$ cat config.mk
export PLATFORM = sky130hd
export DESIGN_NAME = router_port_arbiter
export DESIGN_NICKNAME = d
export VERILOG_FILES = /design/src/rtl/router_pkg.sv /design/src/rtl/rr_pick.sv /design/src/rtl/router_port_arbiter.sv
export SDC_FILE = /design/constraint.sdc
export NUM_CORES = 1
export LEC_CHECK = 0
export BUFFER_PORTS_ARGS = -buffer_cell sky130_fd_sc_hd__buf_2
export CAP_MARGIN = 10
export CORE_ASPECT_RATIO = 0.75
export CORE_MARGIN = 1.5
export CORE_UTILIZATION = 45
export CTS_CLUSTER_DIAMETER = 80
export DETAILED_ROUTE_END_ITERATION = 10
export GPL_ROUTABILITY_DRIVEN = 0
export GPL_TIMING_DRIVEN = 0
export PLACE_DENSITY = 0.71
export SLEW_MARGIN = 20
export SYNTH_ARGS = -nofsm -noshare
export SYNTH_HDL_FRONTEND = slang
export SYNTH_SLANG_ARGS = --single-unit
$ cat constraint.sdc
create_clock -name clk -period 3.5 [get_ports clk]
set_clock_uncertainty 0.2 [all_clocks]
set_input_delay 0.525 -clock clk [delete_from_list [all_inputs] [get_ports clk]]
set_output_delay 0.525 -clock clk [all_outputs]
set_load 0.01 [all_outputs]
$ cat src/rtl/router_pkg.sv
// Shared types for the router output-port arbiter.
package router_pkg;

   localparam int N_PORTS_DEFAULT = 16;

   typedef logic [3:0] port_id_t;

   typedef enum logic [1:0] {
      ARB_IDLE,
      ARB_GRANT,
      ARB_GAP
   } arb_state_t;

endpackage

$ cat src/rtl/rr_pick.sv
// Combinational circular priority encoder: lowest set request at or after ptr,
// wrapping, found by masking the low copy of a doubled request vector.
module rr_pick #(
   parameter int N  = 16,
   parameter int IW = $clog2(N)
) (
   input  logic [N-1:0]  req_i,
   input  logic [IW-1:0] ptr_i,
   output logic          found_o,
   output logic [IW-1:0] idx_o
);

   logic [2*N-1:0] dbl;
   logic [2*N-1:0] mask;
   logic [2*N-1:0] masked;

   always_comb begin
      dbl    = {req_i, req_i};
      // Clears bits below ptr in the low copy; the high copy supplies the wrap.
      mask   = ~(((2*N)'(1) << ptr_i) - (2*N)'(1));
      masked = dbl & mask;
      idx_o  = '0;
      for (int j = 2*N-1; j >= 0; j--) begin
         if (masked[j]) idx_o = (j >= N) ? IW'(j - N) : IW'(j);
      end
   end

   assign found_o = |req_i;

endmodule

$ cat src/rtl/router_port_arbiter.sv
// Per-output-port round-robin arbiter: holds grant for a whole frame, inserts an
// inter-packet gap and force-releases a grant that exceeds the length watchdog.
module router_port_arbiter
   import router_pkg::*;
#(
   parameter int N_PORTS        = N_PORTS_DEFAULT,
   parameter int MAX_PKT_CYCLES = 64,
   parameter int GAP_CYCLES     = 1,
   localparam int IW            = $clog2(N_PORTS)
) (
   input  logic               clk,
   input  logic               reset,
   input  logic [N_PORTS-1:0] req,
   input  logic [N_PORTS-1:0] eop,
   output logic [N_PORTS-1:0] grant,
   output logic [IW-1:0]      grant_id,
   output logic               active,
   output logic [N_PORTS-1:0] blocked,
   output logic               timeout
);

   localparam int CW = $clog2(MAX_PKT_CYCLES);
   localparam int GW = $clog2(GAP_CYCLES + 1);
   localparam logic [CW-1:0] PKT_LAST = CW'(MAX_PKT_CYCLES - 1);
   localparam logic [GW-1:0] GAP_LAST = GW'(GAP_CYCLES - 1);
   localparam logic [IW-1:0] ID_LAST  = IW'(N_PORTS - 1);

   arb_state_t         state_q, state_d;
   logic [N_PORTS-1:0] grant_q, grant_d;
   logic [IW-1:0]      gid_q, gid_d;
   logic [IW-1:0]      ptr_q, ptr_d;
   logic [CW-1:0]      pkt_cnt_q, pkt_cnt_d;
   logic [GW-1:0]      gap_cnt_q, gap_cnt_d;
   logic               timeout_q, timeout_d;

   logic               pick_found;
   logic [IW-1:0]      pick_idx;
   logic               rel_eop, rel_abort, rel_wd;

   rr_pick #(.N(N_PORTS), .IW(IW)) u_pick (
      .req_i   (req),
      .ptr_i   (ptr_q),
      .found_o (pick_found),
      .idx_o   (pick_idx)
   );

   assign rel_eop   = eop[gid_q];
   assign rel_abort = ~req[gid_q];
   assign rel_wd    = (pkt_cnt_q == PKT_LAST);

   always_comb begin
      state_d   = state_q;
      grant_d   = grant_q;
      gid_d     = gid_q;
      ptr_d     = ptr_q;
      pkt_cnt_d = pkt_cnt_q;
      gap_cnt_d = gap_cnt_q;
      timeout_d = 1'b0;
      case (state_q)
         ARB_IDLE: begin
            if (pick_found) begin
               state_d           = ARB_GRANT;
               grant_d           = '0;
               grant_d[pick_idx] = 1'b1;
               gid_d             = pick_idx;
               pkt_cnt_d         = '0;
            end
         end
         ARB_GRANT: begin
            if (pkt_cnt_q != PKT_LAST) pkt_cnt_d = pkt_cnt_q + 1'b1;
            if (rel_eop || rel_abort || rel_wd) begin
               state_d   = ARB_GAP;
               grant_d   = '0;
               ptr_d     = (gid_q == ID_LAST) ? '0 : gid_q + 1'b1;
               gap_cnt_d = '0;
               // A frame ending exactly at the limit is a normal end.
               timeout_d = rel_wd & ~rel_eop;
            end
         end
         ARB_GAP: begin
            if (gap_cnt_q == GAP_LAST) state_d = ARB_IDLE;
            else                       gap_cnt_d = gap_cnt_q + 1'b1;
         end
         default: state_d = ARB_IDLE;
      endcase
   end

   always_ff @(posedge clk or posedge reset) begin
      if (reset) begin
         state_q   <= ARB_IDLE;
         grant_q   <= '0;
         gid_q     <= '0;
         ptr_q     <= '0;
         pkt_cnt_q <= '0;
         gap_cnt_q <= '0;
         timeout_q <= 1'b0;
      end else begin
         state_q   <= state_d;
         grant_q   <= grant_d;
         gid_q     <= gid_d;
         ptr_q     <= ptr_d;
         pkt_cnt_q <= pkt_cnt_d;
         gap_cnt_q <= gap_cnt_d;
         timeout_q <= timeout_d;
      end
   end

   assign grant    = grant_q;
   assign grant_id = gid_q;
   assign active   = (state_q == ARB_GRANT);
   assign timeout  = timeout_q;
   assign blocked  = req & ~grant_q;

endmodule

Yosys cells after proc, flatten, opt, wreduce, memory -nomap -nowiden

Cells that the tools add are included.

Reductions and logical operators: 13
Shifts and indexed selects: 1
Bitwise gates (word level): 7
Mux-type cells: 54
$add $sub $neg: 4
Equal/unequal tests: 9
Magnitude comparators: 3

Operator list:

| kind                  | number |
|---|---|
| $mux 4                | 33 |
| $and 32x32->32        | 1 |
| $mux 16               | 2 |
| $not 32->32           | 1 |
| $pmux 16 s2           | 1 |
| $shl 1x4->32 const A  | 1 |
| $sub 32x2->32 const B | 1 |
| $and 16x16->16        | 1 |
| $not 16->16           | 1 |
| $reduce_or 16->1      | 1 |
| $mux 6                | 2 |
| $pmux 6 s2            | 1 |
| $lt 4x5->1 const B    | 2 |
| $reduce_and 3->1      | 3 |
| $bmux 1 s4            | 2 |
| $mux 1                | 7 |
| $add 6x1->6 const B   | 1 |
| $eq 6x6->1 const B    | 1 |
| $mux 2                | 3 |
| $ne 6x6->1 const B    | 1 |
| $pmux 2 s3            | 1 |
| $reduce_and 2->1      | 3 |
| $add 4x1->4 const B   | 1 |
| $demux 1 s4           | 1 |
| other kinds (14)      | 19 |

Register bits after elaboration: 34
Input port bits: 34
Output and inout bits: 38

Depth between registers and ports, before layout

Word-level depth: 42
Gate-level depth with buffers: 15
Mapped depth without buffers: 11

Modules after synthesis

Synthesis repeated with hierarchy kept, for this count alone.

Cells, all modules: 320
Area, all modules: 2,687.6 um^2

Modules (own cells, without submodules):

| module              | times used | sequential area each (um^2) | area each (um^2) | cells each |
|---|---|---|---|---|
| router_port_arbiter | 1          | 825.8                       | 1,825.5          | 178 |
| rr_pick             | 1          | 0.0                         | 862.1            | 142 |

Least setup slack after synthesis

Ideal clock, no wire load.

Kind: reg2reg
From: register ptr_q[3]
To: register grant_q[8], in the netlist grant[8]
Clock period less this slack: 3.401 ns
Path slack: 0.099 ns
Arrival time: 3.080 ns
Setup time: 0.122 ns
Required time: 3.178 ns
Stages on the path, launching flop included: 16
Cells stage by stage: dfrtp_1 -> buf_6 -> buf_2 -> nor2_1 -> nand3b_1 -> ha_1 -> buf_2 -> buf_2 -> nor3_1 -> o21bai_1 -> and3_1 -> a311o_1 -> o41ai_2 -> nand2_1 -> buf_2 -> a32o_1

Word-level cells in the longest chain between the ends: 42
Elaborated cells between the ends (all ways): 43
Classes of those cells: 1 x add/sub; 2 x order compare; 1 x shift; 36 x mux; 2 x bitwise; 1 x reduce/logical

Ends and longest elaborated chain:

| item                                                                  | line                       | RTL |
|---|---|---|
| from (decl)                                                           | router_port_arbiter.sv:31  | `logic [IW-1:0] ptr_q, ptr_d;` |
| from (signal assigned)                                                | router_port_arbiter.sv:101 | `ptr_q <= ptr_d;` |
| $shl 1x4->32 *                                                        | rr_pick.sv:20              | `mask = ~(((2*N)'(1) << ptr_i) - (2*N)'(1));` |
| $sub 32x2->32 *                                                       | rr_pick.sv:20              |  |
| $not 32->32 *                                                         | rr_pick.sv:20              |  |
| $and 32x32->32 *                                                      | rr_pick.sv:21              | `masked = dbl & mask;` |
| $mux 4 (31 in series)                                                 | rr_pick.sv:24              | `if (masked[j]) idx_o = (j >= N) ? IW'(j - N) : IW'(j);` |
| $mux 4 *                                                              | rr_pick.sv:24              |  |
| $lt 4x5->1 (not written as such) / $ge 4x1->1 (equally long branches) | router_port_arbiter.sv:64  | `grant_d[pick_idx] = 1'b1;` |
| $logic_and 1x1->1 (not written as such)                               | router_port_arbiter.sv:64  |  |
| $mux 1 (not written as such)                                          | router_port_arbiter.sv:64  |  |
| $demux 1 s4 *                                                         | router_port_arbiter.sv:64  |  |
| $mux 16 *                                                             | router_port_arbiter.sv:61  | `if (pick_found) begin` |
| $pmux 16 s2 *                                                         | router_port_arbiter.sv:59  | `case (state_q)` |
| to (signal assigned)                                                  | router_port_arbiter.sv:99  | `grant_q <= grant_d;` |
| to (decl)                                                             | router_port_arbiter.sv:29  | `logic [N_PORTS-1:0] grant_q, grant_d;` |

Every way passes the cells marked *; elsewhere a longest branch is shown, timed or not. The select of a mux whose other input is x is not followed.
A chain may end at the register's enable or synchronous reset.

Final worst setup path

Ends and elaborated chain as after synthesis.

==> results.md <==
- Crit path capture type: register
- Final Hold Fails: 0
- Cells after synthesis: 330
- Max cap viols: 0
- Initial antenna violation count: 0
- Syn_area_per_cell: 8.74 sq um
- Worst-case reg-to-reg path depth: 13
- FF+latch count, synth: 33
- PwrDens: 1010 nW/um^2
- Synth warnings: 0
- Share of the synthesized area in the top cell type: 0.286
- Min Tclk post-route: 3.41 ns
- Worst Path Max Fanout: 12
- DP Wirelength: 6.58 mm
- Vias in the first global route: 2826
- Ports: 72
- Post-route DRC: 0
- Chip Width: 95.4 um
- Die Y: 72.3 um
- Crit path launch type: register
- Gr ovfl total: 0
- Reg2reg setup slack: 0.09 ns
- Part of the power in combinational logic: 0.727
- Initial Util: 0.461
- Crit Path Category: register to register
- CTS tree: yes
- Std cell rows: 25
- Global Route Usage Sum: 0.273
- Area growth syn-to-layout: 27.0%
- Total length of routed wires: 9.36 mm
- Synth area leader: dfrtp_1
- Clk_lat worst skew: 0.29 ns
- Diode count: 0
- Max VDD drop: 0.520 mV
- Psw: 1.82 mW
- CTS root buf: clkbuf_8
- Mapped Nets: 368
- Largest net degree at the start of global routing: 34
- Crit-path max cell delay: 0.57 ns
- Hold buffers post-CTS: 0
- WL/cell: 18.9 um
- Max Clock Freq: 0.293 GHz
- Switching share of power: 0.493
- CTS Buffer Depth: 2
- WP data arrival: 3.39 ns
- Share of cells above drive strength 1: 0.354
- Slew at the pin closest to its max-slew limit: 0.680 ns
- Area contributors post-synth: dfrtp_1 29%, mux4_2 6.2%, nand2_1 5.1%
- P_leak: 1.62 nW
- Sequential share of power: 0.170
- Critical-path top delay cell: or4b_4
- Post-synth EDFFs: 0
- Period utilisation layout: 0.975
- Ys async rst share: 1.00
- Yosys cell types: 71
- Post-route setup slack: 0.0889 ns
- Top FF cell, synth: dfrtp_1
- Clock transition at the registers of the reported paths: 0.07 ns
- Int Power: 1.86 mW
- Setup violators final: 0
- Vias per inst: 6.24
- Remaining antenna violation count: 0
- Slew Limit Headroom: 0.546
- CTS Buf Count: 5
- Hold_ws: 0.130 ns
- Core footprint: 6260 sq um
- Total clock sinks: 33
- CP Cell Sequence: buf_6 -> buf_8 -> nor2_4 -> nand3b_1 -> ha_4 -> or4b_4 -> o211ai_2 -> nor2_1 -> a311o_1 -> o41ai_4 -> nand2_2 -> buf_6 -> a32o_1
- IO buf count: 67
- First-pass iteration count of the detailed router: 5
- Final #Nets: 452
- Clock Power Share: 0.103
- Status: finished clean
- # H-tree levels: 2
- Setup slack after placement: -0.443 ns
- Hold WC Path Type: primary input to asynchronous set/reset pin
- # fillers: 589
- Via Count: 3094
- Synthesized cell area: 2880 sq um
- First-pass GRT wire length: 14.3 mm
- Sequential fraction of the synthesis area: 0.286
- 1st-iter DRT viols: 320
- Critical path's most frequent cell: buf_6
- Pins over their slew limit: 0
- Data required, critical path: 3.48 ns
- Die area: 6900 sq um
## worst max-delay path: cells and delay by family (launching register included)
family          cells  cell delay [ns]
simple gates        5             0.94
compound gates      4             1.17
flops               1             0.35
buf+inv             3             0.45
fa+ha+maj           1             0.18
## metal layers
| metal | vias to the layer above | share of wire | routed length (um) | GRT usage |
|---|---|---|---|---|
| met3 | 30 | 0.088 | 823 | 0.0577 |
| met5 | - | 0 | 0 | 0 |
| met4 | 0 | 0.025 | 234 | 0.0931 |
| li1 | 1415 | - | - | - |
| met1 | 1468 | 0.44 | 4130 | 0.391 |
| met2 | 181 | 0.45 | 4170 | 0.410 |
## synth_stat cells, drive strengths merged (10+ instances only)
cell	count
nand2	39
nor2	26
buf	13
dfrtp	33
clkbuf	13
o21ai	23
o31ai	11
inv	10
a21oi	13
nor2b	20
## per-stage QoR
step                 util  total power [mW]  instance area, sq um  TNS (ns)  instances
finish              0.585              3.68                  3660         0        496
global route        0.585              3.91                  3660   -0.0691        496
CTS                 0.563              3.42                  3520         0        490
detailed placement  0.531              2.89                  3320     -5.61        478
global placement    0.531              2.85                  3320     -4.98        478
floorplan               -              2.30                  2880         0        330
## worst paths after layout
| check | to | start |
|---|---|---|
| worst max-delay path | grant[8] | ptr_q[3] |
| worst min-delay path | grant[3] | reset |
| worst max register to register | grant[8] | ptr_q[3] |
| worst min register to register | grant[0] | grant[0] |
| max in group asynchronous | ptr_q[2] | reset |
| min in group clk | grant[0] | grant[0] |
## power by group through the flow
| stage | registers (mW) | clock network (mW) | logic, mW |
|---|---|---|---|
| after floorplan | 0.645 | 0 | 1.65 |
| after global placement | 0.633 | 0 | 2.22 |
| after detailed placement | 0.636 | 0 | 2.25 |
| after CTS | 0.631 | 0.382 | 2.41 |
| after global routing | 0.646 | 0.398 | 2.87 |
| final | 0.626 | 0.381 | 2.67 |
## flip-flops by register name (all words and copies together), names as in the netlist
signal	flops
timeout	1
pkt_cnt_q	6
state_q	2
ptr_q	4
grant_id	4
grant	16
## logic make-up after synthesis
| kind of cell | after synthesis | share of synthesized area |
|---|---|---|
| adder cells (fa/ha/maj) | 4 | 0.0174 |
| flip-flops | 33 | 0.286 |
| multiplexers | 13 | 0.0811 |
| AND/OR/NAND/NOR | 135 | 0.249 |
| buffers and inverters | 36 | 0.0651 |
| XOR/XNOR | 7 | 0.0213 |
| AO/OA/AOI/OAI | 102 | 0.280 |
## cell type report
class | count | area, sq um | area share
Buffer | 25 | 179 | 0.0489
Clock buffer | 7 | 86.3 | 0.0236
Clock inverter | 1 | 30.0 | 0.00820
Inverter | 10 | 37.5 | 0.0102
Multi-Input combinational cell | 261 | 1980 | 0.541
Sequential cell | 33 | 830 | 0.227
Tap cell | 81 | 101 | 0.0277
Timing Repair Buffer | 78 | 418 | 0.114
## cell usage in the layout, fill, tap and decap left out, types with 3 or more instances in the layout
cell	instances
buf_2	68
nand2_1	38
dfrtp_1	30
nor2_1	24
nor2b_1	19
o21ai_0	17
buf_4	13
a21oi_1	12
clkbuf_1	12
inv_1	9
buf_6	8
nand3_1	8
mux4_2	8
o31ai_1	7
a211oi_1	6
nor3_1	6
a32o_1	6
clkbuf_8	6
nor4_1	5
o21ai_1	5
and3_1	5
xor2_1	4
o21bai_1	3
o41ai_4	3
mux2_2	3
a31oi_1	3
o31ai_2	3
xnor2_1	3
nor3b_1	3
ha_1	3
dfrtp_2	3
## what timing repair did
action | in CTS | in global routing
pin swaps | 7 | 7
resized for setup | 14 | 28
setup buffers | 4 | 7
endpoints found under the setup margin | 18 | 17
Power figures use the tool's default switching activity.
